File: src/rtl/mem_access_arbiter.sv
// Memory access sequencer shared by the fetch and load/store paths.
// Runs the MOV/MOC handshake towards ram256x8, arbitrates round-robin
// when both requesters collide, and aborts strobes whose MOC never comes.
//
// state   | meaning
// --------+----------------------------------------------------------
// IDLE    | waiting for a request; grants only while mem_moc is low
// SETUP   | mem_* lines settled, mem_mov still low for one cycle
// STROBE  | mem_mov high, counting cycles until MOC or timeout
// DONE    | owner's done pulse, back to IDLE
// ERR     | owner's err pulse, back to IDLE
module mem_access_arbiter #(
    parameter int ADDR_W  = 32,
    parameter int DATA_W  = 32,
    parameter int TIMEOUT = 15
) (
    input  logic              CLK,
    input  logic              CLR,
    input  logic              f_req,
    input  logic [ADDR_W-1:0] f_addr,
    output logic              f_done,
    output logic              f_err,
    input  logic              d_req,
    input  logic              d_rw,
    input  logic [1:0]        d_type,
    input  logic [ADDR_W-1:0] d_addr,
    input  logic [DATA_W-1:0] d_wdata,
    output logic              d_done,
    output logic              d_err,
    output logic [DATA_W-1:0] rdata,
    output logic              busy,
    output logic              mem_mov,
    output logic              mem_rw,
    output logic [ADDR_W-1:0] mem_addr,
    output logic [DATA_W-1:0] mem_wdata,
    output logic [1:0]        mem_type,
    input  logic              mem_moc,
    input  logic [DATA_W-1:0] mem_rdata
);

    typedef enum logic [2:0] {
        S_IDLE,
        S_SETUP,
        S_STROBE,
        S_DONE,
        S_ERR
    } state_t;

    // owner / last_gnt encoding: 1 = fetch, 0 = data
    localparam logic       OWN_FETCH = 1'b1;
    localparam logic       OWN_DATA  = 1'b0;
    localparam logic [7:0] TMO       = 8'(TIMEOUT);
    localparam logic [1:0] TYPE_WORD = 2'b10;

    state_t              state_q, state_d;
    logic                owner_q, owner_d;
    logic                last_gnt_q, last_gnt_d;
    logic [7:0]          cnt_q, cnt_d;
    logic [DATA_W-1:0]   rdata_q, rdata_d;
    logic                mem_rw_q, mem_rw_d;
    logic [ADDR_W-1:0]   mem_addr_q, mem_addr_d;
    logic [DATA_W-1:0]   mem_wdata_q, mem_wdata_d;
    logic [1:0]          mem_type_q, mem_type_d;
    logic                grant_f;

    // Next-state, arbitration, handshake and timeout logic.
    always_comb begin
        state_d     = state_q;
        owner_d     = owner_q;
        last_gnt_d  = last_gnt_q;
        cnt_d       = cnt_q;
        rdata_d     = rdata_q;
        mem_rw_d    = mem_rw_q;
        mem_addr_d  = mem_addr_q;
        mem_wdata_d = mem_wdata_q;
        mem_type_d  = mem_type_q;
        grant_f     = 1'b0;

        case (state_q)
            S_IDLE: begin
                // A still-high MOC from the previous access blocks a new grant.
                if (!mem_moc && (f_req || d_req)) begin
                    grant_f    = f_req && (!d_req || (last_gnt_q == OWN_DATA));
                    owner_d    = grant_f ? OWN_FETCH : OWN_DATA;
                    last_gnt_d = owner_d;
                    cnt_d      = 8'd0;
                    state_d    = S_SETUP;
                    if (grant_f) begin
                        mem_addr_d = f_addr;
                        mem_rw_d   = 1'b1;
                        mem_type_d = TYPE_WORD;
                    end else begin
                        mem_addr_d  = d_addr;
                        mem_rw_d    = d_rw;
                        mem_wdata_d = d_wdata;
                        mem_type_d  = (d_type == 2'b11) ? TYPE_WORD : d_type;
                    end
                end
            end
            S_SETUP: begin
                state_d = S_STROBE;
            end
            S_STROBE: begin
                if (mem_moc) begin
                    if (mem_rw_q) begin
                        rdata_d = mem_rdata;
                    end
                    state_d = S_DONE;
                end else if (cnt_q >= TMO) begin
                    state_d = S_ERR;
                end else begin
                    cnt_d = cnt_q + 8'd1;
                end
            end
            S_DONE:  state_d = S_IDLE;
            S_ERR:   state_d = S_IDLE;
            default: state_d = S_IDLE;
        endcase
    end

    // State and datapath registers with synchronous reset.
    always_ff @(posedge CLK) begin
        if (CLR) begin
            state_q     <= S_IDLE;
            owner_q     <= OWN_DATA;
            last_gnt_q  <= OWN_DATA;
            cnt_q       <= 8'd0;
            rdata_q     <= '0;
            mem_rw_q    <= 1'b0;
            mem_addr_q  <= '0;
            mem_wdata_q <= '0;
            mem_type_q  <= 2'b00;
        end else begin
            state_q     <= state_d;
            owner_q     <= owner_d;
            last_gnt_q  <= last_gnt_d;
            cnt_q       <= cnt_d;
            rdata_q     <= rdata_d;
            mem_rw_q    <= mem_rw_d;
            mem_addr_q  <= mem_addr_d;
            mem_wdata_q <= mem_wdata_d;
            mem_type_q  <= mem_type_d;
        end
    end

    // Strobe and pulses are pure state decodes, so they follow the state flops exactly.
    always_comb begin
        busy    = (state_q != S_IDLE);
        mem_mov = (state_q == S_STROBE);
        f_done  = (state_q == S_DONE) && (owner_q == OWN_FETCH);
        d_done  = (state_q == S_DONE) && (owner_q == OWN_DATA);
        f_err   = (state_q == S_ERR)  && (owner_q == OWN_FETCH);
        d_err   = (state_q == S_ERR)  && (owner_q == OWN_DATA);
    end

    assign rdata     = rdata_q;
    assign mem_rw    = mem_rw_q;
    assign mem_addr  = mem_addr_q;
    assign mem_wdata = mem_wdata_q;
    assign mem_type  = mem_type_q;

endmodule

File: config.mk
export PLATFORM = sky130hd
export DESIGN_NAME = mem_access_arbiter
export DESIGN_NICKNAME = d
export VERILOG_FILES = /design/src/rtl/mem_access_arbiter.sv
export SDC_FILE = /design/constraint.sdc
export NUM_CORES = 1
export LEC_CHECK = 0
export CORE_MARGIN = 2
export CORE_UTILIZATION = 25
export DETAILED_ROUTE_END_ITERATION = 10
export PLACE_DENSITY = 0.53
export SLEW_MARGIN = 25
export SYNTH_ARGS = -nofsm -noshare
export SYNTH_HDL_FRONTEND = slang
export SYNTH_SLANG_ARGS = --single-unit
File: constraint.sdc
create_clock -name CLK -period 2.77 [get_ports CLK]
set_clock_uncertainty 0.1 [all_clocks]
set_input_delay 0.554 -clock CLK [delete_from_list [all_inputs] [get_ports CLK]]
set_output_delay 0.554 -clock CLK [all_outputs]
set_load 0.01 [all_outputs]
### Word-level counts from Yosys, hierarchy flattened

Cells that the tools add are included.

* word-level logic and storage cells: 52
* register bits after elaboration: 111
* bits of input ports: 136
* output and inout port bits: 105

* equal/unequal tests: 9
* muxes and demuxes: 13
* bitwise gates (word level): 2
* $lt $le $gt $ge: 1
* reductions and logical operators: 18
* add/subtract/negate cells: 1

Operators with widths (number)
* two-way mux 32 bit: 1
* two-way mux 8 bit: 3
* case mux 8 bit (2 select lines): 1
* two-way mux 3 bit: 3
* case mux 3 bit (3 select lines): 1
* adder 8 x 1 -> 8 bit, second input constant: 1
* >= comparator 8 x 4 -> 1 bit, second input constant: 1
* == test 3 x 2 -> 1 bit, second input constant: 2
* logical AND 1 bit: 6
* != test 2 bit, second input constant: 3
* AND reduction 3 bit: 2
* two-way mux 2 bit: 2
* AND reduction 2 bit: 2
* AND reduction 4 bit: 1
* == test 3 x 1 -> 1 bit, second input constant: 1
* == test 3 bit, second input constant: 1
* logical NOT 3 bit: 1
* != test 3 x 1 -> 1 bit, second input constant: 1
* nonzero test 3 bit: 1
* == test 2 bit, second input constant: 1
* logical NOT 1 bit: 2
* logical OR 1 bit: 2
* two-way mux 1 bit: 2
* NOT 1 bit: 2
* nonzero test 2 bit: 1

### Depth between registers and ports, before layout

Gate-level depths: netlist of run 1.

* word-level depth: 5
* mapped depth: 7
* gate-level depth less buffers: 5

### Worst setup path before layout of run 1

Ideal clock, no wire load.

* kind: input-to-reg
* from: input port mem_moc
* to: register mem_addr_q[2] (netlist: mem_addr[2])
* path buffers: 3
* setup slack: 0.922 ns
* cell stages on the path: 6
* setup time: 0.091 ns
* required time: 2.579 ns
* arrival: 1.657 ns
* path through: clkbuf_1 o21ba_2 and2_1 buf_4 clkbuf_1 a311oi_1

* word-level cells in the longest chain between the ends: 3

Ends and longest elaborated chain
* from (decl): RTL line 37 `input logic mem_moc,`
* logical NOT 1 bit: RTL line 82 `if (!mem_moc && (f_req || d_req)) begin`
* logical AND 1 bit: RTL line 82
* AND reduction 2 bit (no source line)
* to (signal assigned): RTL line 140 `mem_addr_q <= mem_addr_d;`
* to (decl): RTL line 61 `logic [ADDR_W-1:0] mem_addr_q, mem_addr_d;`

No other way between the ends.
A chain may end at the register's enable or synchronous reset.

### Worst setup path in the final report of run 1

* from: register state_q[1]
* to: output port mem_mov

* word-level cells in the longest chain between the ends: 1

Ends and longest elaborated chain
* from (decl): RTL line 55 `state_t state_q, state_d;`
* from (signal assigned): RTL line 134 `state_q <= state_d;`
* == test 3 x 2 -> 1 bit: RTL line 149 `mem_mov = (state_q == S_STROBE);`
* to (decl): RTL line 32 `output logic mem_mov,`

No other way between the ends.

==> results of run 1 <==
==> worst reg2reg max path: cells and delay by family, from the launching register on <==
kind	cells	cell delay (ns)
and+or+nand+nor	1	0.55
AOI/OAI and AO/OA	2	0.52
muxes	1	0.32
DFF	1	0.31
==> layer usage <==
| layer | wire length (um) | share of wire (%) |
|---|---|---|
| met3 | 1430 | 10 |
| met5 | 0 | 0 |
| met1 | 5970 | 42 |
| met4 | 276 | 1.9 |
| met2 | 6480 | 46 |
==> metrics by stage <==
stage / worst slack (ns) / total power (uW)
2_1_floorplan: 0.922 / 2020
3_3_place_gp: 0.515 / 2430
3_5_place_dp: 0.452 / 2440
4_1_cts: 0.165 / 3810
5_1_grt: 0.0923 / 3930
6_report: 0.211 / 3730
==> power groups by stage <==
stage	Combinational (uW)	Clock, uW	Sequential, uW
floorplan	230	0	1790
global placement	671	0	1760
detailed placement	678	0	1760
CTS	681	1400	1730
global route	730	1460	1740
finish	669	1330	1730
==> final timing paths <==
path	endpoint	cells after the start
setup / recovery	mem_mov	2
hold / removal	rdata[1]	2
setup reg to reg	cnt_q[0]	4
hold reg to reg	rdata[1]	2
==> cell families after synthesis <==
kind of cell               Yosys count  share of synthesized area, %
muxes                                2                         0.499
buffers and inverters               46                          4.55
DFF                                111                          52.1
adders and majority gates            1                         0.293
and+or+nand+nor                    263                          25.5
AOI/OAI and AO/OA                  114                          17.1
==> layout by cell type (no fill, tap or decap), drive strengths merged, types with 4 or more instances in the layout <==
cell and n:
a311oi 32, nand2b 4, dfxtp 111, and3 5, nor2 38, nand2 194
and2 4, a21oi 67, nor3 5, buf 10, clkbuf 11, clkdlybuf4s50 239
==> final cells by class <==
| class | instances | area (um^2) | share of cell area [%] |
|---|---|---|---|
| timing repair buffer | 249 | 2480 | 34.7 |
| sequential | 111 | 2220 | 31.1 |
| multi-input combinational | 380 | 1860 | 26.0 |
| tap | 220 | 275 | 3.85 |
| clock buffer | 11 | 253 | 3.54 |
| clock inverter | 5 | 56.3 | 0.788 |
| inverter | 1 | 3.75 | 0.0525 |
==> sequential cells by signal, summed over array words and instances, names as in the netlist <==
| register | count |
|---|---|
| cnt_q | 8 |
| state_q | 3 |
| last_gnt_q | 1 |
| mem_addr | 32 |
| mem_type | 2 |
| mem_rw | 1 |
| rdata | 32 |
| mem_wdata | 32 |
==> results.json, run 1 <==
{
  "dp_hpwl_mm": 10.3,
  "firstDrtPassIters": 4,
  "hold_start": "rdata[1]",
  "track_usage_pct": 15.4,
  "final_max_slew_viol_count": 0,
  "utilization_pct": 42.9,
  "p_per_area_nw_per_um2": 522,
  "yosysTopAreaCell": "dfxtp_1",
  "p_clk_share_pct": 35.8,
  "grt_pass1_wl_mm": 21.9,
  "die_y_um": 135,
  "drc": 0,
  "arrival_ns": 1.91,
  "wire_per_inst_um": 14.5,
  "cts_max_level": 3,
  "stdcell_count": 977,
  "holdBufCountCts": 0,
  "critPathLaunchType": "flop",
  "seqPwrFrac_pct": 46.3,
  "dr_total_vias": 4383,
  "drt_iter0_markers": 172,
  "io_pins": 241,
  "met2_usage_pct": 24.9,
  "crit_path_end_kind": "primary output",
  "cts_sinks": 111,
  "fmax_mhz": 391,
  "run_status": "completed",
  "synth_top_area_share_pct": 52.1,
  "ys_seq_elements": 111,
  "gp_congestion": 0.753,
  "io_buffers": 240,
  "finalCriticalPeriod_ns": 2.56,
  "clkLatencyLatePin_ns": 0.35,
  "antenna_found_initial": 0,
  "synthCells": 537,
  "synth_edf_count": 0,
  "postSynthNetCount": 674,
  "synth_common_cells": "194 x nand2_1, 111 x dfxtp_1, 67 x a21oi_1",
  "cts_buffers": 9,
  "path_clk_slew_ns": 0.07,
  "syn_area_per_cell_um2": 7.95,
  "cts-root-buf": "clkbuf_16",
  "crit_type": "reg -> out",
  "fin_tns_setup_ns": 0,
  "grt_use_met1_pct": 18.0,
  "worstReg2RegStart": "cnt_q[7]",
  "p_comb_share_pct": 17.9,
  "yosysWarnings": 0,
  "top_usage_layer": "met2",
  "synthesis.area_um2": 4270,
  "cp_cell_sequence": "nor3b_1 -> clkdlybuf4s50_1",
  "p_sw_share_pct": 24.6,
  "hold_ws_ns": 0.352,
  "chipWidth_um": 135,
  "hp-class": "reg -> reg",
  "vias_per_cell": 4.49,
  "clock_path_buffers": 2,
  "vdd_ir_drop_max_mv": 0.261,
  "first_global_vias": 4284,
  "placed_cells": 961,
  "critPathMaxStageDelay_ns": 0.63,
  "p_int_uw": 2810,
  "n_fill_cell": 1656,
  "finalHoldViolations": 0,
  "critical_path.top_delay_family": "buffers and inverters",
  "gr-usage-met3_pct": 6.49,
  "cts_resized": 0,
  "fin_crit_sh_pct": 92.4,
  "grt_overflow": 0,
  "tightest_slew_ns": 0.792,
  "drive_gt1_share_pct": 4.62,
  "num_rows": 47,
  "ys_seq_area_share_pct": 52.1,
  "coreArea_um2": 16600,
  "n_antenna_cell": 0,
  "synthFlopType": "dfxtp_1",
  "max-slew-margin-rel_pct": 47.2,
  "yosysMostFrequentCell": "nand2_1",
  "crit_start": "state_q[1]",
  "reg2reg_slack_ns": 0.85,
  "synth_area_leaders": "dfxtp_1 52%, nand2_1 17%, a21oi_1 7.9%, a311oi_1 6.6%, nor2_1 3.3%",
  "area_growth_pct": 67.5,
  "cap_violations": 0,
  "wl_mm": 14.2,
  "finalSetupViolations": 0,
  "power.switching_uw": 917,
  "cts_tree": "built",
  "rsz0062_at_grt": "false",
  "grt_max_degree": 73,
  "dieArea_um2": 18100,
  "design_area_um2": 7150,
  "place_area_um2": 6840,
  "initial_core_util_pct": 25.6,
  "final_nets": 889,
  "postCtsSetupBuffers": 0,
  "async_flop_share_pct": 0,
  "leakage_uw": 0.00252,
  "worstPathMaxFanout": 12,
  "worst_ep_required_time_ns": 2.12,
  "ys_types": 36,
  "cp_slowest_cell": "clkdlybuf4s50_1",
  "crit_buf_inv": 1,
  "ant_nets": 0
}
Note: power is estimated with default switching activity, not from simulation.
==> inputs of run 2 (changes only) <==
- GPL_ROUTABILITY_DRIVEN: unset -> 1
==> results of run 2 <==
The final DEF is identical to that of run 1; final timing and power are the same.
==> inputs of run 3 (changes only) <==
- ABC_CLOCK_PERIOD_IN_PS: unset -> 2770
==> results of run 3 <==
The final DEF is identical to that of run 1; final timing and power are the same.
==> RTL edit 1: new RTL, config.mk and constraints of run 2 <==
Change the parameter `DATA_W` from 32 to 64.
--- a/src/rtl/mem_access_arbiter.sv
+++ b/src/rtl/mem_access_arbiter.sv
@@ -11,7 +11,7 @@
 // ERR     | owner's err pulse, back to IDLE
 module mem_access_arbiter #(
     parameter int ADDR_W  = 32,
-    parameter int DATA_W  = 32,
+    parameter int DATA_W  = 64,
     parameter int TIMEOUT = 15
 ) (
     input  logic              CLK,
Interface: changed (resized d_wdata, mem_rdata, mem_wdata and rdata); port bits go from 241 to 369. No check against the original RTL was run, so the function may have changed too.
==> RTL edit 1 against run 2 <==
Area after synthesis increased by 65%. Clock power increased by 86%. Routed wire length increased by 62%. Sequential cell count increased by 64. Power increased by 66%. Sequential power increased by 56%. Critical path depth increased by 1. Combinational power increased by 52%. Sequential share of layout area decreased by 0.92 points. Worst setup slack got worse by 0.16 ns. Final area increased by 62%. Critical path type unchanged. Highest routed layer unchanged.
==> RTL edit 1: results (changes against run 2) <==
SYNTHESIS
---------------------------------------------------------------------------
Part of the Yosys area used for sequential elements                  0.4980   was 0.5208
Largest cells by area after synthesis                          dfxtp_1 50%, nand2_1 11%, a21oi_2 7.5%   was dfxtp_1 52%, nand2_1 17%, a21oi_1 7.9%
Library cells used by synthesis                                          37   was 36
Most instantiated cells after synthesis                        206 x nand2_1, 175 x dfxtp_1, 74 x a21oi_1   was 194 x nand2_1, 111 x dfxtp_1, 67 x a21oi_1
Avg Cell Area, Syn                                                8.940 µm²   was 7.945 µm²
Number of nets in the synthesized netlist                               988   was 674

PLACE
---------------------------------------------------------------------------
Routability-driven placement congestion ratio                        0.7232   was 0.7526
Buffers added on ports                                                  368   was 240
Half-perimeter wire length of the detailed placement result        16.37 mm   was 10.27 mm

ROUTING
---------------------------------------------------------------------------
Routed length per instance                                         15.03 µm   was 14.50 µm
DR WL met2                                                         10.72 mm   was 6.480 mm
DR iter-0 viols                                                         272   was 172
Routed metal-1 wire length                                         9.823 mm   was 5.974 mm
Via total after detailed routing                                      6,467   was 4,383

FINISH
---------------------------------------------------------------------------
Number of ordinary and repair buffers in the finished layout            385   was 249
Fraction of standard cell area in multi-input logic                  0.2660   was 0.2597
Non-clock buffer share of cell area                                  0.3370   was 0.3470
Number of inverters outside the clock class in the layout                 7   was 1
Count of fill cells added during filler insertion                     2,831   was 1,656
Final cell count without fillers                                      1,524   was 977
Count of nets after finishing                                         1,334   was 889
Clock buffer cells                                                       18   was 11
Clock network contribution to total cell area                       0.05227   was 0.04325
Fraction of layout cells with a size suffix above 1                  0.1571   was 0.04624

CLOCKING
---------------------------------------------------------------------------
TritonCTS Buffers                                                        17   was 9
Skew-Pair Late Insertion Delay                                      0.42 ns   was 0.35 ns
Sink Count                                                              175   was 111
H-tree Lvls                                                               4   was 3

TIMING
---------------------------------------------------------------------------
Transition time at the pin with the least slew margin             0.6543 ns   was 0.7922 ns

POWER
---------------------------------------------------------------------------
IR drop worst, VDD                                                 356.1 µV   was 260.8 µV
Leakage power                                                      3.961 nW   was 2.524 nW

GRT
---------------------------------------------------------------------------
Pin count of the biggest net entering global routing                     65   was 73
Met1 GRT Util                                                        0.1803   was 0.1798
Met2 demand-to-capacity share in global routing                      0.2490   about the same
Overall global routing resource usage                                0.1486   was 0.1536
Met3 layer usage reported by global route                           0.05430   was 0.06494

DIE
---------------------------------------------------------------------------
Die footprint                                                   0.02950 mm²   was 0.01813 mm²

RUN STATUS
---------------------------------------------------------------------------
Result of the run                                                 completed   unchanged

WORST SETUP PATH
---------------------------------------------------------------------------
Maximum fanout count along the critical path                              8   was 12

==> RTL edit 1: cell types whose count changed in the layout (fill, tap and decap cells not counted), sizes merged, moves of 4 or more <==
cell / run 2 / this run
mux2i: 1 / 33
a21oi: 67 / 134
dfxtp: 111 / 175
clkdlybuf4s50: 239 / 367
clkbuf: 11 / 18
inv: 1 / 15
a211oi: 3 / 34
buf: 10 / 18
a311oi: 32 / 0
nand2: 194 / 266
and3: 5 / 1
==> RTL edit 1: logic make-up after synthesis <==
kind of cell	after synthesis	synth area share
buffers and inverters	65	0.06669
DFF	175	0.4980
AOI/OAI and AO/OA	180	0.1759
adders and majority gates	1	0.001778
muxes	33	0.04695
and+or+nand+nor	333	0.2107
==> RTL edit 1: path summary, 6_finish.rpt <==
path	to	from	slack, ns	cells after the start
max	mem_mov	state_q[1]	0.05	3
min	cnt_q[7]	cnt_q[7]	0.33	2
max reg2reg	rdata[12]	state_q[1]	0.68	6
min reg2reg	cnt_q[7]	cnt_q[7]	0.33	2
==> RTL edit 1: stage by stage <==
stage               worst slack (ns)  setup TNS, ns  hold slack (ns)
floorplan                     0.9411              0           0.3080
global placement              0.3738              0           0.3191
detailed placement            0.3567              0           0.3195
CTS                       -0.0003109     -0.0003109           0.3292
global route                -0.03067       -0.05388           0.3605
finish                       0.04907              0           0.3268
==> RTL edit 1: power by group <==
group | switching [mW] | internal (mW) | leakage (nW)
logic | 0.438 | 0.585 | 2.24
registers | 0.0665 | 2.63 | 1.42
clock network | 1.16 | 1.32 | 0.295
total | 1.67 | 4.54 | 3.96
==> RTL edit 1: critical path, cell delays in order, from the launching register on <==
cell	delay [ns]
dfxtp_1	0.49
or3b_1	0.44
inv_2	0.12
clkdlybuf4s50_1	0.60
==> RTL edit 2: new RTL, settings of run 2 <==
Made on the original files. Re-encode `state_t` (5 states) as Gray code, 3 bits wide.
--- a/src/rtl/mem_access_arbiter.sv
+++ b/src/rtl/mem_access_arbiter.sv
@@ -39,11 +39,11 @@
 );
 
     typedef enum logic [2:0] {
-        S_IDLE,
-        S_SETUP,
-        S_STROBE,
-        S_DONE,
-        S_ERR
+        S_IDLE   = 3'b000,
+        S_SETUP  = 3'b001,
+        S_STROBE = 3'b011,
+        S_DONE   = 3'b010,
+        S_ERR    = 3'b110
     } state_t;
 
     // owner / last_gnt encoding: 1 = fetch, 0 = data
Check against the original RTL: no difference found for any inputs over 4 cycles, from zero or initial values; so few cycles prove little.
==> RTL edit 2 against run 2 <==
Power shrank 1.6%. Routed wire length fell by 7.1%. Sequential share of layout area down 0.14 points. Final area up 0.46%. Sequential cell count unchanged. Fmax up 6.5%. Non-clock buffer count is 3 higher. Count of clock-buffer cells in the layout stayed put. Combinational power shrank 3.0%. Area after synthesis about the same. Global-route usage fell by 0.95 points. Worst setup slack better by 0.16 ns. Largest cell class unchanged.
==> RTL edit 2: results (changes against run 2) <==
ROUTING
--------------------------------------------------------------------------
DR iter-0 viols                                                        114   was 172
Detailed-route vias per instance                                     4.420   was 4.486
Routed length per instance                                        13.85 µm   was 14.50 µm

SYNTHESIS
--------------------------------------------------------------------------
Part of the Yosys area used for sequential elements                 0.5204   was 0.5208
Post-synthesis compound-gate area fraction                          0.1477   was 0.1713
Number of nets in the synthesized netlist                              638   was 674
Avg Cell Area, Syn                                               8.524 µm²   was 7.945 µm²
Largest cells by area after synthesis                         dfxtp_1 52%, nand2_1 12%, a21oi_1 8.0%   was dfxtp_1 52%, nand2_1 17%, a21oi_1 7.9%
Post-synthesis adder-cell area fraction                           0.002930   was 0.002933
Most instantiated cells after synthesis                       133 x nand2_1, 111 x dfxtp_1, 68 x a21oi_1   was 194 x nand2_1, 111 x dfxtp_1, 67 x a21oi_1
Mux contribution to synthesized area                               0.07501   was 0.004985

FINISH
--------------------------------------------------------------------------
Final cell count without fillers                                       950   was 977
Count of nets after finishing                                          862   was 889
Fraction of layout cells with a size suffix above 1                0.04521   was 0.04624

TIMING
--------------------------------------------------------------------------
Hold slack final                                                 0.3521 ns   was 0.3522 ns
Max-slew headroom                                                   0.5191   was 0.4719
Setup ws final                                                   0.3658 ns   was 0.2107 ns

WORST SETUP PATH
--------------------------------------------------------------------------
Reg-to-reg endpoint                                           mem_wdata[10]   was cnt_q[0]
Startpoint of the most critical register-to-register path       state_q[2]   was cnt_q[7]
Maximum fanout count along the critical path                             4   was 12
Max stage delay on crit path                                       0.59 ns   was 0.63 ns
Worst Reg-to-Reg Cells                                                   7   was 4

PLACE
--------------------------------------------------------------------------
Setup slack after placement                                      0.2697 ns   was 0.4522 ns
Number of cells in the design after placement                          934   was 961
Half-perimeter wire length of the detailed placement result       9.741 mm   was 10.27 mm
Routability-driven placement congestion ratio                       0.7768   was 0.7526
Placement Cell Area                                           0.006882 mm²   was 0.006837 mm²

GRT
--------------------------------------------------------------------------
Number of global-route vias before repair                            4,135   was 4,284
Overall global routing resource usage                               0.1441   was 0.1536
First-pass GRT wire length                                        20.82 mm   was 21.94 mm
Pin count of the biggest net entering global routing                    69   was 73

POWER
--------------------------------------------------------------------------
Internal power component                                          2.764 mW   was 2.813 mW
IR drop worst, VDD                                                288.8 µV   was 260.8 µV
Leakage power                                                     2.549 nW   was 2.524 nW

HOLD PATH
--------------------------------------------------------------------------
HP Start                                                         rdata[27]   was rdata[1]
Hold Path Sink                                                   rdata[27]   was rdata[1]

RUN STATUS
--------------------------------------------------------------------------
Result of the run                                                completed   unchanged

-- RTL edit 2: cell type report --
cell class / count / area [µm²]
fillers: 1661 / 9464
repair buffers: 252 / 2502
flip-flops and latches: 111 / 2222
multi-input cells: 347 / 1867
well taps: 220 / 275.3
clock buffers: 11 / 232.7
clock inverters: 5 / 63.81
inverters: 4 / 15.01
-- RTL edit 2: worst max path at each step --
| stage | start | end |
|---|---|---|
| 3_3_place_gp | mem_moc | cnt_q[3] |
| 2_1_floorplan | mem_moc | cnt_q[2] |
| 3_5_place_dp | d_req | mem_wdata[10] |
| 5_1_grt | state_q[1] | d_done |
| 4_1_cts | state_q[2] | mem_mov |
| 6_report | state_q[1] | d_done |
-- RTL edit 2: routing by layer --
layer | vias up | global-route usage | share of wire
li1 | 2136 | - | -
met1 | 1881 | 0.1678 | 0.42
met2 | 169 | 0.2428 | 0.47
met3 | 13 | 0.05143 | 0.097
met4 | 0 | 0.05439 | 0.016
met5 | - | 0 | 0
